==> src/rtl/dmw_store_buf_pkg.sv <==
// Shared store-buffer types and the store opcodes (formerly instr_def.v defines).
package dmw_store_buf_pkg;

  localparam logic [5:0] OP_SB = 6'b101000;
  localparam logic [5:0] OP_SH = 6'b101001;
  localparam logic [5:0] OP_SW = 6'b101011;

  typedef struct packed {
    logic [29:0] waddr;
    logic [3:0]  be;
    logic [31:0] wd;
  } sb_entry_t;

endpackage

==> src/rtl/dmw_ext.sv <==
// Store encoder: op + byte offset + rt value -> byte enables, replicated data.
// DMW_ALIGN_CHK_EN enables misalignment detection for SH/SW.
module dmw_ext
  import dmw_store_buf_pkg::*;
(
  input  logic [5:0]  op_i,
  input  logic [1:0]  addr_lo_i,
  input  logic [31:0] data_i,
  output logic [3:0]  be_o,
  output logic [31:0] wd_o,
  output logic        is_store_o,
  output logic        misalign_o
);

  always_comb begin
    be_o       = '0;
    wd_o       = '0;
    is_store_o = 1'b0;
    misalign_o = 1'b0;
    case (op_i)
      OP_SB: begin
        is_store_o = 1'b1;
        be_o       = 4'b0001 << addr_lo_i;
        wd_o       = {4{data_i[7:0]}};
      end
      OP_SH: begin
        is_store_o = 1'b1;
        be_o       = addr_lo_i[1] ? 4'b1100 : 4'b0011;
        wd_o       = {2{data_i[15:0]}};
`ifdef DMW_ALIGN_CHK_EN
        misalign_o = addr_lo_i[0];
`endif
      end
      OP_SW: begin
        is_store_o = 1'b1;
        be_o       = 4'b1111;
        wd_o       = data_i;
`ifdef DMW_ALIGN_CHK_EN
        misalign_o = (addr_lo_i != 2'b00);
`endif
      end
      default: ;
    endcase
  end

endmodule

==> src/rtl/dmw_store_buf.sv <==
// FIFO store buffer draining to data memory, with pending-store load hit detection.
// DMW_ALIGN_CHK_EN (in dmw_ext) rejects misaligned SH/SW and pulses st_misalign.
module dmw_store_buf
  import dmw_store_buf_pkg::*;
#(
  parameter int unsigned DEPTH = 2
) (
  input  logic        clk,
  input  logic        rst_n,
  input  logic        st_valid,
  output logic        st_ready,
  input  logic [5:0]  st_op,
  input  logic [31:0] st_addr,
  input  logic [31:0] st_data,
  output logic        st_misalign,
  output logic        dm_we,
  output logic [31:0] dm_addr,
  output logic [3:0]  dm_be,
  output logic [31:0] dm_wd,
  input  logic        dm_ack,
  input  logic [31:0] ld_addr,
  output logic        ld_hit,
  output logic        empty
);

  localparam int unsigned PTR_W = $clog2(DEPTH);
  localparam int unsigned CNT_W = PTR_W + 1;

  logic [PTR_W-1:0] wr_ptr_q, wr_ptr_d;
  logic [PTR_W-1:0] rd_ptr_q, rd_ptr_d;
  logic [CNT_W-1:0] count_q, count_d;
  logic [DEPTH-1:0] valid_q, valid_d;
  logic             misalign_q, misalign_d;
  sb_entry_t        mem_q [DEPTH];

  logic [3:0]  enc_be;
  logic [31:0] enc_wd;
  logic        enc_is_store;
  logic        enc_misalign;
  logic        take, push, pop;
  sb_entry_t   new_entry, head;
  logic        unused_ld_lo;

  dmw_ext u_ext (
    .op_i       (st_op),
    .addr_lo_i  (st_addr[1:0]),
    .data_i     (st_data),
    .be_o       (enc_be),
    .wd_o       (enc_wd),
    .is_store_o (enc_is_store),
    .misalign_o (enc_misalign)
  );

  assign st_ready = (count_q != CNT_W'(DEPTH));
  assign empty    = (count_q == '0);
  assign dm_we    = !empty;

  // A rejected misaligned store is still consumed, so it never stalls the pipe.
  assign take = st_valid && st_ready && enc_is_store;
  assign push = take && !enc_misalign;
  assign pop  = dm_we && dm_ack;

  assign new_entry = '{waddr: st_addr[31:2], be: enc_be, wd: enc_wd};
  assign head      = mem_q[rd_ptr_q];

  assign dm_addr = dm_we ? {head.waddr, 2'b00} : '0;
  assign dm_be   = dm_we ? head.be : '0;
  assign dm_wd   = dm_we ? head.wd : '0;

  assign st_misalign  = misalign_q;
  assign unused_ld_lo = ^ld_addr[1:0];

  always_comb begin
    ld_hit = 1'b0;
    for (int unsigned i = 0; i < DEPTH; i++) begin
      if (valid_q[i] && (mem_q[i].waddr == ld_addr[31:2])) ld_hit = 1'b1;
    end
  end

  always_comb begin
    wr_ptr_d   = wr_ptr_q;
    rd_ptr_d   = rd_ptr_q;
    count_d    = count_q;
    valid_d    = valid_q;
    misalign_d = take && enc_misalign;
    if (pop) begin
      rd_ptr_d          = rd_ptr_q + PTR_W'(1);
      valid_d[rd_ptr_q] = 1'b0;
    end
    if (push) begin
      wr_ptr_d          = wr_ptr_q + PTR_W'(1);
      valid_d[wr_ptr_q] = 1'b1;
    end
    case ({push, pop})
      2'b10:   count_d = count_q + CNT_W'(1);
      2'b01:   count_d = count_q - CNT_W'(1);
      default: count_d = count_q;
    endcase
  end

  always_ff @(posedge clk) begin
    if (!rst_n) begin
      wr_ptr_q   <= '0;
      rd_ptr_q   <= '0;
      count_q    <= '0;
      valid_q    <= '0;
      misalign_q <= 1'b0;
    end else begin
      wr_ptr_q   <= wr_ptr_d;
      rd_ptr_q   <= rd_ptr_d;
      count_q    <= count_d;
      valid_q    <= valid_d;
      misalign_q <= misalign_d;
    end
  end

  // Payload storage needs no reset: outputs are gated by count/valid.
  always_ff @(posedge clk) begin
    if (push) mem_q[wr_ptr_q] <= new_entry;
  end

endmodule
==> config.mk <==
export PLATFORM = sky130hd
export DESIGN_NAME = dmw_store_buf
export DESIGN_NICKNAME = d
export VERILOG_FILES = /design/src/rtl/dmw_store_buf_pkg.sv /design/src/rtl/dmw_ext.sv /design/src/rtl/dmw_store_buf.sv
export SDC_FILE = /design/constraint.sdc
export NUM_CORES = 1
export LEC_CHECK = 0
export CORE_MARGIN = 5
export CORE_UTILIZATION = 49
export CTS_BUF_LIST = sky130_fd_sc_hd__clkbuf_8
export DETAILED_ROUTE_END_ITERATION = 7
export GPL_TIMING_DRIVEN = 0
export PLACE_DENSITY = 0.8
export SLEW_MARGIN = 20
export SYNTH_ARGS = -nofsm -noshare
export SYNTH_HDL_FRONTEND = slang
export SYNTH_SLANG_ARGS = --single-unit
==> constraint.sdc <==
create_clock -name clk -period 7.55 [get_ports clk]
set_input_delay 1.51 -clock clk [delete_from_list [all_inputs] [get_ports clk]]
set_output_delay 1.51 -clock clk [all_outputs]
set_load 0.01 [all_outputs]
Word-level counts from Yosys, hierarchy flattened
Memory sizes are Yosys's and may differ from the RTL's. A register that Yosys moved wholly into a read port is not among the register bits. Index checks and enable logic that the tools add are counted.

Register bits: 6. RAM bits: 132. Input bits: 106. Memories kept: 1.

Memories: mem_q (depth 2, bits a word 66, read ports 3, clocked after Yosys merged registers in 1, wr ports 1, RTL line dmw_store_buf.sv:34) `sb_entry_t mem_q [DEPTH];`.

$add $sub $neg: 4. Magnitude comparators: 4. Equal/unequal tests: 8. Shift-type cells: 1. Muxes and demuxes: 20. Bitwise operators: 3. Reduce and logical (&&, ||, !) cells: 11.

Operators with widths (number): one-hot mux 32 bit (3 select lines) (1); 2-to-1 mux 32 bit (2); == test 30 bit (2); == test 6 bit (second input constant) (3); one-hot mux 4 bit (3 select lines) (1); 2-to-1 mux 1 bit (9); 2-to-1 mux 4 bit (2); logical AND 1 bit (7); less-than comparator 1 x 2 -> 1 bit (second input constant) (2); 2-to-1 mux 2 bit (2); one-hot mux 2 bit (2 select lines) (1); left shift 1 x 2 -> 4 bit (first input constant) (1); OR reduction 3 bit (1); adder 1 bit (second input constant) (2); adder 2 x 1 -> 2 bit (second input constant) (1); bitwise AND 2 bit (1); demux 1 bit (select 1 bit) (2); == test 2 x 1 -> 1 bit (second input constant) (1); == test 2 bit (second input constant) (1); greater-or-equal comparator 1 bit (second input constant) (2); logical NOT 2 bit (1); inequality test 2 bit (second input constant) (1); NOT 2 bit (1); bitwise OR 2 bit (1); other kinds (3) (3).

Logic depth before layout (Yosys ltp)
Gate-level depths: netlist of the first run.

Depth after elaboration: 9. Depth in mapped cells: 7. Depth with buffers taken out: 7.

By module
A second synthesis of the first run with hierarchy kept.

Cell total of the unflattened synthesis: 508. Area total of the unflattened synthesis: 6671.4 um2.

Modules (own cells, without submodules): dmw_store_buf (times used 1, cells each 399, area an instance 5965.7 um2, sequential area each 4124.0 um2); dmw_ext (times used 1, cells each 109, area an instance 705.7 um2, sequential area each 0.0 um2).

Least setup slack after synthesis of the first run
OpenSTA, ideal clock, no wires.

Path kind: input to register. Start: input st_op[2]. End: memory mem_q[0][0] (netlist bit) (enable). Setup time: 0.494 ns. Arrival: 4.835 ns. Data required time: 7.056 ns. Path slack: 2.222 ns. Stages on the path: 3. Path through: and4bb_2 > o2111ai_1 > nor2_1.

Cells in the longest elaborated chain, start to end: 6. Elaborated cells between the ends (all ways): 8.

Ends and longest elaborated chain: from (decl) (RTL line dmw_store_buf.sv:12) `input logic [5:0] st_op,`; == test 6 bit (RTL line dmw_ext.sv:20) `case (op_i)`; OR reduction 3 bit (no line) (*); 2-to-1 mux 1 bit (*) (RTL line dmw_ext.sv:20); logical AND 1 bit (*) (RTL line dmw_store_buf.sv:59) `assign take = st_valid && st_ready && enc_is_store;`; 2-to-1 mux 1 bit (*) (RTL line dmw_store_buf.sv:119) `if (push) mem_q[wr_ptr_q] <= new_entry;`; 2-to-1 mux 1 bit (not written as such) (*) (RTL line dmw_store_buf.sv:119); to (decl) (RTL line dmw_store_buf.sv:34).

Every way passes the cells marked *; elsewhere a longest branch is shown, timed or not.

Worst setup path in the final report of the first run
Start: input ld_addr[22]. End: output ld_hit.

Cells in the longest elaborated chain, start to end: 4. Elaborated cells between the ends (all ways): 6.

Ends and longest elaborated chain: from (decl) (RTL line dmw_store_buf.sv:21) `input logic [31:0] ld_addr,`; == test 30 bit (RTL line dmw_store_buf.sv:76) `if (valid_q[i] && (mem_q[i].waddr == ld_addr[31:2])) ld_hit = 1'b1;`; logical AND 1 bit (RTL line dmw_store_buf.sv:76); 2-to-1 mux 1 bit (RTL line dmw_store_buf.sv:76); 2-to-1 mux 1 bit (*) (RTL line dmw_store_buf.sv:76); to (decl) (RTL line dmw_store_buf.sv:22) `output logic ld_hit,`.

Marked as above.

==> results.json, run 1 <==
{
  "status": "completed",
  "die_h_um": 125,
  "clockRootBuffer": "clkbuf_8",
  "slew_headroom": 0.519,
  "p_total_mw": 1.63,
  "crit_start": "ld_addr[22]",
  "maxSlewViolCount": 0,
  "grt_pass1_wl_um": 27300,
  "area_delta_synth_final_pct": 39.1,
  "io_pins": 179,
  "drc_errors": 0,
  "first_iter_violations": 334,
  "die_width_um": 125,
  "syn_avg_cell_area_um2": 12.9,
  "synth_seq_area_share": 0.636,
  "core_area_mm2": 0.0131,
  "hold_buffers": 0,
  "final_common_cell": "clkdlybuf4s50_1",
  "worstReg2RegEnd": "mem_q[0][28]",
  "r2r_setup_slack_ns": 5.25,
  "wl_per_cell_um": 19.8,
  "arrival_ns": 3.71,
  "crit_path_cell_trace": "clkdlybuf4s50_1 -> xnor2_1 -> nand4_1 -> or4_1 -> o22ai_1 -> clkdlybuf4s50_1",
  "setup_viol": 0,
  "synth_top_cell_area_share": 0.614,
  "grt-ovfl-total": 0,
  "viasPerCell": 5.20,
  "cts_sinks": 139,
  "synthTopCellsByArea": "edfxtp_1 61%, mux2i_1 10%, nor2_1 5.3%",
  "grt_max_degree": 22,
  "critPathKind": "input port to output pin",
  "synth_edf_count": 132,
  "clock_path_buffers": 2,
  "clock_skew_ns": 0.0136,
  "fp.dieArea_mm2": 0.0156,
  "min_from": "count_q[1]",
  "r2r_cells": 5,
  "hold_depth": 2,
  "drt_wl_total_um": 17600,
  "synthFlopType": "edfxtp_1",
  "cts.htree.levels": 4,
  "port-buffer-count": 173,
  "cpMostUsedCell": "clkdlybuf4s50_1",
  "cp.required_ns": 6.04,
  "synth_largest_area_cell": "edfxtp_1",
  "worstPathMaxFanout": 2,
  "hp-class": "register to register",
  "timing.final.hold_violations": 0,
  "postCtsResizedCells": 0,
  "worst_hold_path.endpoint": "count_q[1]",
  "dpl.hpwl_um": 13400,
  "gp_congestion": 0.886,
  "cp_slowest_cell": "clkdlybuf4s50_1",
  "clkTransAtPathRegs_ns": 0.07,
  "ir_worst_vdd_v": 0.000133,
  "synth_seq_cells": 139,
  "tns_ns": 0,
  "setup.worst_path.start_class": "input port",
  "max_stage_delay_ns": 0.57,
  "synthArstFlopShare": 0,
  "stdcell_count": 889,
  "cts_tree": "yes",
  "numCtsBuffers": 17,
  "syn-cell-area_mm2": 0.00645,
  "layout-drive-gt1-share": 0.0771,
  "antenna_found_initial": 0,
  "period_needed_ns": 5.22,
  "power.density_mw_per_mm2": 181,
  "first_global_vias": 5011,
  "synth_cell_type_count": 31,
  "synth_cells": 500,
  "vias": 4624,
  "fmax_mhz": 191,
  "track_usage": 0.227,
  "insertion_delay_ns": 0.44,
  "dr.pass1.iters": 5,
  "worst_pin_slew_ns": 0.721,
  "fin_nets": 807,
  "dp.cells": 857,
  "yosys_warnings": 0,
  "maxCapViolations": 0,
  "core.rowCount": 42,
  "post_cts.repair.setup_buffers": 0,
  "power.leakage_nw": 2.83,
  "antennaDiodeCount": 0,
  "start_util": 0.493,
  "endpoint_kind": "output pin",
  "rr_startpoint": "count_q[0]",
  "postRouteAntennaNets": 0,
  "fin_crit_sh": 0.692,
  "grt_setup_unrepaired": "false",
  "final_cell_mix": "173 x clkdlybuf4s50_1, 132 x edfxtp_1, 89 x nor2_1, 66 x mux2i_1, 33 x xnor2_1"
}
[where the power goes]
part | total, mW | switching, mW | internal, mW
sequential | 0.846 | 0.00246 | 0.843
combinational | 0.196 | 0.0881 | 0.108
clock | 0.586 | 0.294 | 0.293
total | 1.63 | 0.384 | 1.24
[registers in the layout (all words and copies together), names as in the netlist, named ones only]
name,cells
mem_q,132
count_q,2
valid_q,2
rd_ptr_q,1
wr_ptr_q,1
[metal layers]
metal  global-route usage  share of wire  wire [um]  up-vias
met4               0.0761          0.021        367        0
met5                    0              0          0        -
met1                0.276           0.40       7020     2187
li1                     -              -          -     2193
met2                0.392           0.50       8820      216
met3               0.0626          0.081       1420       28
[cell usage after synthesis, drive strengths merged, types with 2 or more instances]
| cell | number |
|---|---|
| mux2i | 66 |
| nor3 | 2 |
| o21a | 5 |
| xor2 | 30 |
| xnor2 | 33 |
| a21oi | 25 |
| nor2 | 91 |
| buf | 16 |
| nor4 | 6 |
| or4 | 2 |
| nand4 | 10 |
| inv | 4 |
| o21ai | 2 |
| a21boi | 2 |
| nand2 | 17 |
| nand2b | 9 |
| and2 | 13 |
| dfxtp | 7 |
| clkbuf | 11 |
| edfxtp | 132 |
| a22oi | 8 |
[through the flow]
step	area, um^2	worst slack [ns]	utilization	hold WS [ns]
6_report	8980	2.33	0.686	0.548
5_1_grt	8980	2.26	0.686	0.590
4_1_cts	8980	2.29	0.686	0.547
3_5_place_dp	8590	2.30	0.657	0.537
3_3_place_gp	8410	0.172	0.643	0.484
2_1_floorplan	6460	2.22	-	0.473
[logic make-up (layout without fill, tap and decap cells)]
group / after synthesis / in the layout / share of synthesized area
AO/OA/AOI/OAI: 45 / 45 / 0.0419
XOR/XNOR: 63 / 63 / 0.0855
adder cells (fa/ha/maj): 1 / 1 / 0.00194
buffers and inverters: 31 / 242 / 0.0227
flip-flops: 139 / 139 / 0.636
multiplexers: 66 / 66 / 0.102
other: 1 / 3 / 0.000581
AND/OR/NAND/NOR: 154 / 154 / 0.109
[critical path, delay by kind of cell]
kind | cells | cell delay (ns)
AO/OA/AOI/OAI | 1 | 0.18
XOR/XNOR | 1 | 0.30
buffers and inverters | 2 | 1.03
AND/OR/NAND/NOR | 2 | 0.70
[final cells by class]
cell class                 count  area (um^2)
fill                         973         4110
sequential                   139         4100
multi-input combinational    332         2230
timing repair buffer         179         1900
clock buffer                  17          234
tap                          176          220
clock inverter                15          151
buffer                        27          131
inverter                       4         15.0
[worst max-delay path by stage]
stage,cells after the start,end,slack [ns]
finish,6,ld_hit,2.33
global route,6,ld_hit,2.26
CTS,6,ld_hit,2.29
detailed placement,6,ld_hit,2.30
global placement,4,mem_q[0][23],0.17
floorplan,3,mem_q[0][0],2.22
(Power assumes the default switching activity.)
==> inputs of run 2 (changes only) <==
==> constraint.sdc (replaced) <==
create_clock -name clk -period 5.3 [get_ports clk]
set_input_delay 1.06 -clock clk [delete_from_list [all_inputs] [get_ports clk]]
set_output_delay 1.06 -clock clk [all_outputs]
set_load 0.01 [all_outputs]
==> results of run 2 <==
The final DEF is identical to that of run 1. Status: completed.
Main changes from that run: setup slack after placement 2.30 ns -> 0.954 ns; setup slack after layout 2.33 ns -> 0.978 ns; register-to-register setup slack 5.25 ns -> 3.00 ns; total power 1.63 mW -> 2.32 mW; worst IR drop on VDD 0.000133 V -> 0.000190 V
==> inputs of run 3 (changes only) <==
--- a/config.mk
+++ b/config.mk
@@ -6,11 +6,11 @@
 export NUM_CORES = 1
 export LEC_CHECK = 0
 export CORE_MARGIN = 5
-export CORE_UTILIZATION = 49
+export CORE_UTILIZATION = 45
 export CTS_BUF_LIST = sky130_fd_sc_hd__clkbuf_8
 export DETAILED_ROUTE_END_ITERATION = 7
 export GPL_TIMING_DRIVEN = 0
-export PLACE_DENSITY = 0.8
+export PLACE_DENSITY = 0.78
 export SLEW_MARGIN = 20
 export SYNTH_ARGS = -nofsm -noshare
 export SYNTH_HDL_FRONTEND = slang
==> constraint.sdc (replaced) <==
create_clock -name clk -period 3.95 [get_ports clk]
set_input_delay 0.79 -clock clk [delete_from_list [all_inputs] [get_ports clk]]
set_output_delay 0.79 -clock clk [all_outputs]
set_load 0.01 [all_outputs]
==> run 3 against run 2 <==
Critical path depth unchanged. Utilization is 4.4 points lower. Critical path type unchanged. Power is 33% higher. Setup slack got worse by 0.81 ns. Global-route usage down 1.8 points. Clock skew fell by 0.0058 ns. Largest cell class unchanged. Final cell count rose by 0.56%. Sequential share of layout area barely moved.
==> results.json, run 3 (same netlist as run 1, synthesis figures left out) <==
{
  "multi_input_area_mm2": 0.00223,
  "cpMostUsedCell": "clkdlybuf4s50_1",
  "crit_path_cell_trace": "clkdlybuf4s50_1 -> xnor2_1 -> nand4_1 -> or4_1 -> o22ai_1 -> clkdlybuf4s50_1",
  "drc_errors": 0,
  "slew_headroom": 0.494,
  "clockRootBuffer": "clkbuf_8",
  "arrival_ns": 2.99,
  "final_cell_mix": "173 x clkdlybuf4s50_1, 132 x edfxtp_1, 89 x nor2_1, 66 x mux2i_1, 33 x xnor2_1",
  "io_pins": 179,
  "first_iter_violations": 279,
  "vias": 4706,
  "maxSlewViolCount": 0,
  "grt_max_degree": 26,
  "die_width_um": 130,
  "clkTransAtPathRegs_ns": 0.08,
  "endpoint_kind": "output pin",
  "core_area_mm2": 0.0140,
  "drt-met1-wl_um": 6920,
  "area_delta_synth_final_pct": 39.3,
  "gp_congestion": 0.948,
  "setup.worst_path.start_class": "input port",
  "largest_registers": "mem_q: 132 flops, count_q: 2 flops, valid_q: 2 flops",
  "first_global_vias": 4946,
  "port-buffer-count": 173,
  "cts_tree": "yes",
  "wl_per_cell_um": 19.6,
  "dr.pass1.iters": 5,
  "worstPathMaxFanout": 2,
  "post_cts.repair.setup_buffers": 0,
  "postCtsResizedCells": 0,
  "timing.final.hold_violations": 0,
  "critPathKind": "input port to output pin",
  "setup_ws_ns": 0.166,
  "status": "completed",
  "worst-path-buf-inv": 2,
  "fill_cells": 1053,
  "cp_slowest_cell": "clkdlybuf4s50_1",
  "cp.required_ns": 3.16,
  "largest_register_ffs": 132,
  "critPathTopFamily": "buffers and inverters",
  "worst_pin_slew_ns": 0.758,
  "drt_wl_total_um": 17500,
  "layout-drive-gt1-share": 0.0799,
  "track_usage": 0.209,
  "tns_ns": 0,
  "start_util": 0.461,
  "clock_skew_ns": 0.00779,
  "die_h_um": 130,
  "insertion_delay_ns": 0.44,
  "grt-ovfl-total": 0,
  "route.met3.wl_um": 1700,
  "core.rowCount": 43,
  "antenna_found_initial": 0,
  "max_stage_delay_ns": 0.57,
  "register_area_mm2": 0.00410,
  "postRouteAntennaNets": 0,
  "min_from": "count_q[1]",
  "fin_crit_sh": 0.958,
  "fp.dieArea_mm2": 0.0168,
  "place_ws_ns": 0.191,
  "ir_worst_vdd_v": 0.000199,
  "dpl.hpwl_um": 13500,
  "period_needed_ns": 3.78,
  "maxCapViolations": 0,
  "numCtsBuffers": 17,
  "regMostFlops": "mem_q",
  "crit_start": "ld_addr[22]",
  "p_total_mw": 3.09,
  "power.density_mw_per_mm2": 344,
  "hold_buffers": 0,
  "cts.htree.levels": 4,
  "fmax_mhz": 264,
  "cts_sinks": 139,
  "viasPerCell": 5.26,
  "rr_startpoint": "count_q[0]",
  "grt_pass1_wl_um": 26200,
  "route.met2.wl_um": 8400,
  "power.leakage_nw": 2.84,
  "highest_layer": "met4",
  "fin_nets": 807,
  "clock_path_buffers": 2,
  "final_common_cell": "clkdlybuf4s50_1",
  "grt_setup_unrepaired": "false",
  "setup_viol": 0,
  "hp-class": "register to register"
}
-- run 3: final cells by class --
class	count	area share
Multi-Input combinational cell	332	0.248
Buffer	27	0.0146
Timing Repair Buffer	179	0.211
Sequential cell	139	0.457
Clock inverter	15	0.0170
Tap cell	180	0.0251
Clock buffer	17	0.0260
Antenna cell	1	0.000278
Inverter	4	0.00167
-- run 3: tightest hold or removal path, stage by stage, from the launching register on --
cell and delay [ns]:
dfxtp_1 0.33, o21ai_0 0.07, a21boi_0 0.08
-- run 3: power breakdown --
group | leakage, nW | internal [mW] | switching, mW
clock | 0.189 | 0.558 | 0.545
sequential | 1.13 | 1.61 | 0.00471
combinational | 1.52 | 0.207 | 0.167
total | 2.84 | 2.38 | 0.716
-- run 3: path summary, 6_finish.rpt --
path                  endpoint  slack, ns  depth (start not counted)
setup / recovery        ld_hit       0.17                          6
hold / removal      count_q[1]       0.53                          2
setup reg to reg  mem_q[0][15]       1.69                          5
hold reg to reg     count_q[1]       0.53                          2
-- run 3: per-layer routing --
layer | up-vias | global-route usage
li1 | 2187 | -
met1 | 2250 | 0.255
met2 | 238 | 0.352
met3 | 31 | 0.0565
met4 | 0 | 0.0899
met5 | - | 0
-- run 3: per-stage QoR --
stage / instances / hold WS (ns) / cell area, um^2 / util
global placement: 855 / 0.484 / 8420 / 0.602
floorplan: 502 / 0.473 / 6470 / -
global route: 893 / 0.574 / 8980 / 0.642
finish: 894 / 0.530 / 8990 / 0.642
detailed placement: 861 / 0.529 / 8600 / 0.615
CTS: 893 / 0.540 / 8980 / 0.642
